$ cat config.mk
export PLATFORM = sky130hd
export DESIGN_NAME = btn_evt_ctrl_flat
export DESIGN_NICKNAME = d
export VERILOG_FILES = /design/src/rtl/btn_pkg.sv /design/src/rtl/btn_evt_ctrl_if.sv /design/src/rtl/btn_deb_core.sv /design/src/rtl/btn_evt_ctrl.sv /design/src/flat_wrapper.sv
export SDC_FILE = /design/constraint.sdc
export NUM_CORES = 1
export LEC_CHECK = 0
export ABC_AREA = 1
export CAP_MARGIN = 5
export CORE_MARGIN = 5
export CORE_UTILIZATION = 50
export CTS_CLUSTER_DIAMETER = 60
export CTS_CLUSTER_SIZE = 12
export DETAILED_ROUTE_END_ITERATION = 7
export GPL_TIMING_DRIVEN = 0
export PLACE_DENSITY_LB_ADDON = 0.25
export SYNTH_ARGS = -nofsm -noshare
export SYNTH_HDL_FRONTEND = slang
export SYNTH_SLANG_ARGS = --single-unit
$ cat constraint.sdc
create_clock -name clk -period 2.4 [get_ports clk]
set_clock_uncertainty 0.1 [all_clocks]
set_input_delay 0.36 -clock clk [delete_from_list [all_inputs] [get_ports clk]]
set_output_delay 0.36 -clock clk [all_outputs]
set_load 0.1 [all_outputs]
$ cat src/rtl/btn_pkg.sv
// Shared defaults and width helpers for the button event controller.
package btn_pkg;

    localparam int unsigned N_KEY_DEF         = 5;
    localparam int unsigned TICK_MAX_DEF      = 100000;
    localparam int unsigned STABLE_TICKS_DEF  = 10;
    localparam int unsigned REPEAT_DELAY_DEF  = 500;
    localparam int unsigned REPEAT_PERIOD_DEF = 100;

    // Stable counter holds 0..254, enough for STABLE_TICKS up to 255.
    localparam int unsigned STABLE_W = 8;

    function automatic int unsigned key_w(input int unsigned n);
        return (n > 1) ? unsigned'($clog2(n)) : 1;
    endfunction

    // Width of a counter that runs over 0..n-1.
    function automatic int unsigned cnt_w(input int unsigned n);
        return (n > 1) ? unsigned'($clog2(n)) : 1;
    endfunction

endpackage

$ cat src/rtl/btn_evt_ctrl_if.sv
// Key-event handshake between the button controller and its consumer.
interface btn_evt_ctrl_if
    import btn_pkg::*;
#(
    parameter int unsigned N_KEY = N_KEY_DEF
);
    logic                      evt_valid;
    logic [key_w(N_KEY)-1:0]   evt_key;
    logic                      evt_ready;
    logic                      ovf;

    modport master (output evt_valid, output evt_key, output ovf, input evt_ready);
    modport slave  (input evt_valid, input evt_key, input ovf, output evt_ready);
endinterface

$ cat src/rtl/btn_deb_core.sv
// One-key debouncer: 2-flop synchronizer, tick-sampled stable counter, level and edge pulses.
module btn_deb_core
    import btn_pkg::*;
#(
    parameter int unsigned STABLE_TICKS = STABLE_TICKS_DEF
) (
    input  logic clk,
    input  logic rstn,
    input  logic btn,
    input  logic tick,
    output logic level,
    output logic press,
    output logic rel,
    output logic press_c
);
    logic                s1_q, s2_q;
    logic [STABLE_W-1:0] cnt_q, cnt_d;
    logic                level_q, level_d;
    logic                press_q, press_d;
    logic                rel_q, rel_d;
    logic                flip_c;

    always_comb begin
        cnt_d   = cnt_q;
        level_d = level_q;
        flip_c  = 1'b0;
        if (tick) begin
            if (s2_q != level_q) begin
                if (cnt_q + STABLE_W'(1) == STABLE_W'(STABLE_TICKS)) begin
                    flip_c  = 1'b1;
                    level_d = ~level_q;
                    cnt_d   = '0;
                end else begin
                    cnt_d = cnt_q + STABLE_W'(1);
                end
            end else begin
                cnt_d = '0;
            end
        end
        press_d = flip_c & ~level_q;
        rel_d   = flip_c & level_q;
    end

    always_ff @(posedge clk or negedge rstn) begin
        if (!rstn) begin
            s1_q    <= 1'b0;
            s2_q    <= 1'b0;
            cnt_q   <= '0;
            level_q <= 1'b0;
            press_q <= 1'b0;
            rel_q   <= 1'b0;
        end else begin
            s1_q    <= btn;
            s2_q    <= s1_q;
            cnt_q   <= cnt_d;
            level_q <= level_d;
            press_q <= press_d;
            rel_q   <= rel_d;
        end
    end

    assign level   = level_q;
    assign press   = press_q;
    assign rel     = rel_q;
    assign press_c = press_d;
endmodule

$ cat src/rtl/btn_evt_ctrl.sv
// Debounced multi-key controller with a pending-press queue and fixed-priority event handshake.
// Define BTN_REPEAT_EN to add auto-repeat events while a key is held.
module btn_evt_ctrl
    import btn_pkg::*;
#(
    parameter int unsigned N_KEY         = N_KEY_DEF,
    parameter int unsigned TICK_MAX      = TICK_MAX_DEF,
    parameter int unsigned STABLE_TICKS  = STABLE_TICKS_DEF,
    parameter int unsigned REPEAT_DELAY  = REPEAT_DELAY_DEF,
    parameter int unsigned REPEAT_PERIOD = REPEAT_PERIOD_DEF
) (
    input  logic             clk,
    input  logic             rstn,
    input  logic [N_KEY-1:0] btn,
    output logic [N_KEY-1:0] level,
    output logic [N_KEY-1:0] press,
    output logic [N_KEY-1:0] rel,
    btn_evt_ctrl_if.master   evt
);
    localparam int unsigned KW = key_w(N_KEY);
    localparam int unsigned TW = cnt_w(TICK_MAX);

    if (N_KEY < 1 || N_KEY > 16 || TICK_MAX < 1 || STABLE_TICKS < 1 || STABLE_TICKS > 255 ||
        REPEAT_DELAY < 1 || REPEAT_PERIOD < 1) begin : g_bad_param
        $error("btn_evt_ctrl: illegal parameter value");
    end

    logic [TW-1:0]    tcnt_q, tcnt_d;
    logic             tick_c;
    logic [N_KEY-1:0] press_c, rpt_set_c, set_c, clr_c;
    logic [N_KEY-1:0] pending_q, pending_d;
    logic             evt_valid_q, evt_valid_d;
    logic [KW-1:0]    evt_key_q, evt_key_d;
    logic             ovf_q, ovf_d;

    always_comb begin
        tick_c = (tcnt_q == TW'(TICK_MAX - 1));
        tcnt_d = tick_c ? '0 : tcnt_q + TW'(1);
    end

    for (genvar k = 0; k < N_KEY; k++) begin : g_key
        btn_deb_core #(.STABLE_TICKS(STABLE_TICKS)) u_deb (
            .clk     (clk),
            .rstn    (rstn),
            .btn     (btn[k]),
            .tick    (tick_c),
            .level   (level[k]),
            .press   (press[k]),
            .rel     (rel[k]),
            .press_c (press_c[k])
        );
    end

`ifdef BTN_REPEAT_EN
    localparam int unsigned RMAX = (REPEAT_DELAY > REPEAT_PERIOD) ? REPEAT_DELAY : REPEAT_PERIOD;
    localparam int unsigned RW   = cnt_w(RMAX + 1);

    logic [N_KEY-1:0][RW-1:0] rcnt_q, rcnt_d;
    logic [N_KEY-1:0]         rper_q, rper_d;

    // Tick counter restarts at each press; first target is the delay, then the period.
    always_comb begin
        rcnt_d    = rcnt_q;
        rper_d    = rper_q;
        rpt_set_c = '0;
        for (int k = 0; k < int'(N_KEY); k++) begin
            if (!level[k]) begin
                rcnt_d[k] = '0;
                rper_d[k] = 1'b0;
            end else if (tick_c) begin
                if (rcnt_q[k] + RW'(1) == (rper_q[k] ? RW'(REPEAT_PERIOD) : RW'(REPEAT_DELAY))) begin
                    rpt_set_c[k] = 1'b1;
                    rcnt_d[k]    = '0;
                    rper_d[k]    = 1'b1;
                end else begin
                    rcnt_d[k] = rcnt_q[k] + RW'(1);
                end
            end
        end
    end

    always_ff @(posedge clk or negedge rstn) begin
        if (!rstn) begin
            rcnt_q <= '0;
            rper_q <= '0;
        end else begin
            rcnt_q <= rcnt_d;
            rper_q <= rper_d;
        end
    end
`else
    assign rpt_set_c = '0;
`endif

    // Pending set beats a same-edge accept; setting an already-pending key is a merge.
    always_comb begin
        set_c       = press_c | rpt_set_c;
        clr_c       = (evt_valid_q && evt.evt_ready) ? (N_KEY'(1) << evt_key_q) : '0;
        pending_d   = (pending_q & ~clr_c) | set_c;
        ovf_d       = ovf_q | (|(set_c & pending_q & ~clr_c));
        evt_valid_d = |pending_d;
        evt_key_d   = '0;
        for (int k = int'(N_KEY) - 1; k >= 0; k--) begin
            if (pending_d[k]) evt_key_d = KW'(k);
        end
    end

    always_ff @(posedge clk or negedge rstn) begin
        if (!rstn) begin
            tcnt_q      <= '0;
            pending_q   <= '0;
            evt_valid_q <= 1'b0;
            evt_key_q   <= '0;
            ovf_q       <= 1'b0;
        end else begin
            tcnt_q      <= tcnt_d;
            pending_q   <= pending_d;
            evt_valid_q <= evt_valid_d;
            evt_key_q   <= evt_key_d;
            ovf_q       <= ovf_d;
        end
    end

    assign evt.evt_valid = evt_valid_q;
    assign evt.evt_key   = evt_key_q;
    assign evt.ovf       = ovf_q;
endmodule
$ cat src/flat_wrapper.sv
// flat-port wrapper written by rule: the top's interface ports become plain ports
module btn_evt_ctrl_flat import btn_pkg::*;
#(
    parameter int unsigned N_KEY         = N_KEY_DEF,
    parameter int unsigned TICK_MAX      = TICK_MAX_DEF,
    parameter int unsigned STABLE_TICKS  = STABLE_TICKS_DEF,
    parameter int unsigned REPEAT_DELAY  = REPEAT_DELAY_DEF,
    parameter int unsigned REPEAT_PERIOD = REPEAT_PERIOD_DEF
)
  (clk, rstn, btn, level, press, rel, evt_evt_valid, evt_evt_key, evt_ovf, evt_evt_ready);
  btn_evt_ctrl_if #(.N_KEY(N_KEY)) evt_i ();
  input  logic clk;
  input  logic rstn;
  input  logic [N_KEY-1:0] btn;
  output logic [N_KEY-1:0] level;
  output logic [N_KEY-1:0] press;
  output logic [N_KEY-1:0] rel;
  output wire logic [$bits(evt_i.evt_valid)-1:0] evt_evt_valid;
  output wire logic [$bits(evt_i.evt_key)-1:0] evt_evt_key;
  output wire logic [$bits(evt_i.ovf)-1:0] evt_ovf;
  input wire logic [$bits(evt_i.evt_ready)-1:0] evt_evt_ready;
  assign evt_evt_valid = evt_i.evt_valid;
  assign evt_evt_key = evt_i.evt_key;
  assign evt_ovf = evt_i.ovf;
  assign evt_i.evt_ready = evt_evt_ready;
  btn_evt_ctrl #(.N_KEY(N_KEY), .TICK_MAX(TICK_MAX), .STABLE_TICKS(STABLE_TICKS), .REPEAT_DELAY(REPEAT_DELAY), .REPEAT_PERIOD(REPEAT_PERIOD)) u_core (.clk(clk), .rstn(rstn), .btn(btn), .level(level), .press(press), .rel(rel), .evt(evt_i));
endmodule
==> impl_metrics.ini <==
[floorplan]
core_sq_mm = 0.00959
floorplan.initialDensity_pct = 50.5
die_area_sq_mm = 0.0118
die_w_microns = 108
rows = 36
die_h_microns = 108
num_io_pins = 28

[clock_network]
cts_buffer_depth = 2
cts_tree = yes
numCtsBuffers = 9
clock_sinks = 92
cts.reportedPaths.clkPinSlew_ps = 90
post_cts_buffers = 0
cts.htree.levels = 3
root_buffer = clkbuf_8
worstSkewPairLatency_ps = 360

[finish]
antenna_cells = 0
final_cell_mix = nand2_1 (143), dfrtp_1 (92), inv_1 (79)
drive_above_1_share_pct = 10.9
nets = 656
mostFrequentLayoutCell = nand2_1
area_delta_synth_final_pct = 14.4
final_core_util_pct = 57.9

[timing]
fmax_mhz = 427
setup_ws_ps = 59.6
setup_viol = 0
tightestPinTransition_ps = 986
min_period_over_period_pct = 97.5
finalHoldViolCount = 0
rsz0062_at_grt = no
slew_headroom_pct = 34.5
fin_crit_ps = 2340
final-max-slew-violation-count = 0

[synth]
synth.cell_area_sq_mm = 0.00485
ys_seq_area_share_pct = 47.5
synth-simple-area-share_pct = 29.3
synth_cells = 597
synthAdderAreaFrac_pct = 2.84
synth_warnings = 0
synth_fp_nets = 616
yosys.area_share.xor_xnor_pct = 2.68
synthMuxAreaShare_pct = 0
synth_top_area_cell = dfrtp_1
ys.flop_type = dfrtp_1
synth-compound-area-share_pct = 7.87
yosysUniqueCellTypes = 35
synth_top_family_by_area = simple AND/OR/NAND/NOR gates
synthTopCellsByArea = dfrtp_1 (47%), nand2_1 (11%), inv_1 (6.1%)
ys_ff_latch = 92
synth.top_cell.area_share_pct = 47.5
synth_edf_count = 0
synth_area_per_cell_sq_um = 8.12
async_flop_share_pct = 100

[critical_path]
cpMaxStageDelayCell = clkdlybuf4s50_1
critical_path.max_stage_delay_ps = 1140
crit_required_ps = 1940
startpoint_type = flip-flop
cp_data_arrival_time_ps = 1880
path_class = reg -> out
cp_top_family = buffers and inverters
worstPathCellList = clkdlybuf4s50_1
endpoint_kind = primary output
path_buf_inv = 1
worstPathMaxFanout = 3

[power_and_ir_drop]
leakage_nw = 2.83
netSwitchingFraction_pct = 29.0
power-per-cell-area_mw_per_mm2 = 598
switching_power_mw = 0.962
vdd_ir_drop_max_uv = 309
internal-power_mw = 2.36
clkPwrFrac_pct = 35.2
seqPwrFrac_pct = 49.7
p_comb_share_pct = 15.1

[detailed_routing]
routed_wl_mm = 9.58
dr.first_iter.drc_count = 256
vias = 3857
post_drt_wl_per_cell_microns = 12.4
vias_per_cell = 4.98
antenna_left = 0
drcViolationCount = 0
drt_pass1_iterations = 4

[place]
dp_slack_ps = 240
gp_congestion = 0.829
numPortBuffers = 27
dpl.hpwl_mm = 7.07

[global_routing]
grt_usage_pct = 18.0
antenna_found_initial = 0
grt_pass1_vias = 3833
grt_pass1_wl_mm = 16.9
overflow = 0
grt_start_max_net_pins = 60

[run]
cap_violations = 0

[hold_path]
hp-class = reg -> reg

[run_status]
outcome = finished, final reports clean
-- power groups by stage --
stage          logic, mW  registers, mW  clock network, mW
3_5_place_dp       0.511           1.68                  0
4_1_cts            0.505           1.65               1.20
2_1_floorplan      0.183           1.87                  0
3_3_place_gp       0.498           1.68                  0
6_report           0.500           1.65               1.17
5_1_grt            0.544           1.66               1.26
-- layout make-up --
class,instances,area [sq um]
fillers,892,4040
flip-flops and latches,92,2300
multi-input cells,396,2070
inverters,89,334
repair buffers,29,310
well taps,133,166
plain buffers,20,144
clock buffers,10,138
clock inverters,6,86.3
-- per-stage QoR --
step	hold slack [ps]	power, mW	cell area (sq um)	setup TNS [ps]	std cells
after floorplan	-35.6	2.05	4850	0	597
after global placement	233	2.18	5290	-231960	757
after detailed placement	235	2.19	5310	0	758
after CTS	255	3.35	5530	0	775
after global routing	265	3.46	5550	0	775
final	254	3.32	5550	0	775
-- cell usage after synthesis, types with 4 or more instances --
| master | number |
|---|---|
| nand2_1 | 143 |
| inv_1 | 79 |
| xnor2_1 | 8 |
| o21ai_0 | 26 |
| inv_2 | 9 |
| a21oi_1 | 4 |
| o22ai_1 | 18 |
| nand2_2 | 5 |
| dfrtp_1 | 92 |
| xor2_1 | 5 |
| nor2_1 | 71 |
| nor2_2 | 7 |
| a22o_1 | 5 |
| nor3_1 | 7 |
| buf_4 | 15 |
| o21ai_1 | 9 |
| nand3_1 | 43 |
| nand4_1 | 13 |
| ha_1 | 11 |
-- final timing paths --
| check | from | to | slack, ps | cells past startpoint |
|---|---|---|---|---|
| worst min register to register | u_core.g_key[0].u_deb.s1_q | u_core.g_key[0].u_deb.s2_q | 250 | 0 |
| max in group asynchronous | rstn | u_core.g_key[0].u_deb.cnt_q[3] | 1170 | 3 |
| worst min-delay path | u_core.g_key[0].u_deb.s1_q | u_core.g_key[0].u_deb.s2_q | 250 | 0 |
| worst max-delay path | u_core.evt.evt_key[2] | evt_evt_key[2] | 60 | 1 |
| worst max register to register | u_core.tcnt_q[0] | u_core.g_key[1].u_deb.cnt_q[1] | 290 | 9 |
| min in group asynchronous | rstn | u_core.g_key[2].u_deb.cnt_q[4] | 390 | 2 |
-- timing repair --
action / 4_1_cts / 5_1_grt
endpoints found under the hold margin: 33 / 0
endpoints found under the setup margin: 10 / 7
pin swaps: 0 / 0
resized for setup: 10 / 7
hold buffers: 1 / 0
-- worst reg2reg max path, cell delays in order (launching register included) --
cell	delay, ps
dfrtp_1	400
ha_1	220
nand2_2	90
nor2_4	130
inv_2	70
nor2_4	100
nand2_4	90
inv_1	160
clkbuf_1	450
o22ai_1	160
-- layer usage --
| layer | GRT usage (%) | part of all wire [%] |
|---|---|---|
| met1 | 21.7 | 44 |
| met5 | 0 | 0 |
| met4 | 7.57 | 2.3 |
| met3 | 3.04 | 3.7 |
| met2 | 31.7 | 50 |
-- sequential cells by signal (all words and copies together), names as in the netlist --
signal / count
u_core.g_key.u_deb.cnt_q: 40
u_core.pending_q: 5
u_core.g_key.u_deb.s1_q: 5
u_core.evt.ovf: 1
u_core.g_key.u_deb.press: 5
u_core.g_key.u_deb.s2_q: 5
u_core.g_key.u_deb.rel: 5
u_core.tcnt_q: 17
u_core.evt.evt_valid: 1
u_core.g_key.u_deb.level: 5
u_core.evt.evt_key: 3
-- cell families after synthesis --
| logic type | count (synthesis) |
|---|---|
| compound gates | 66 |
| fa+ha+maj | 11 |
| buf+inv | 109 |
| flops | 92 |
| simple gates | 305 |
| xor+xnor | 14 |
Note: power is estimated with default switching activity, not from simulation.
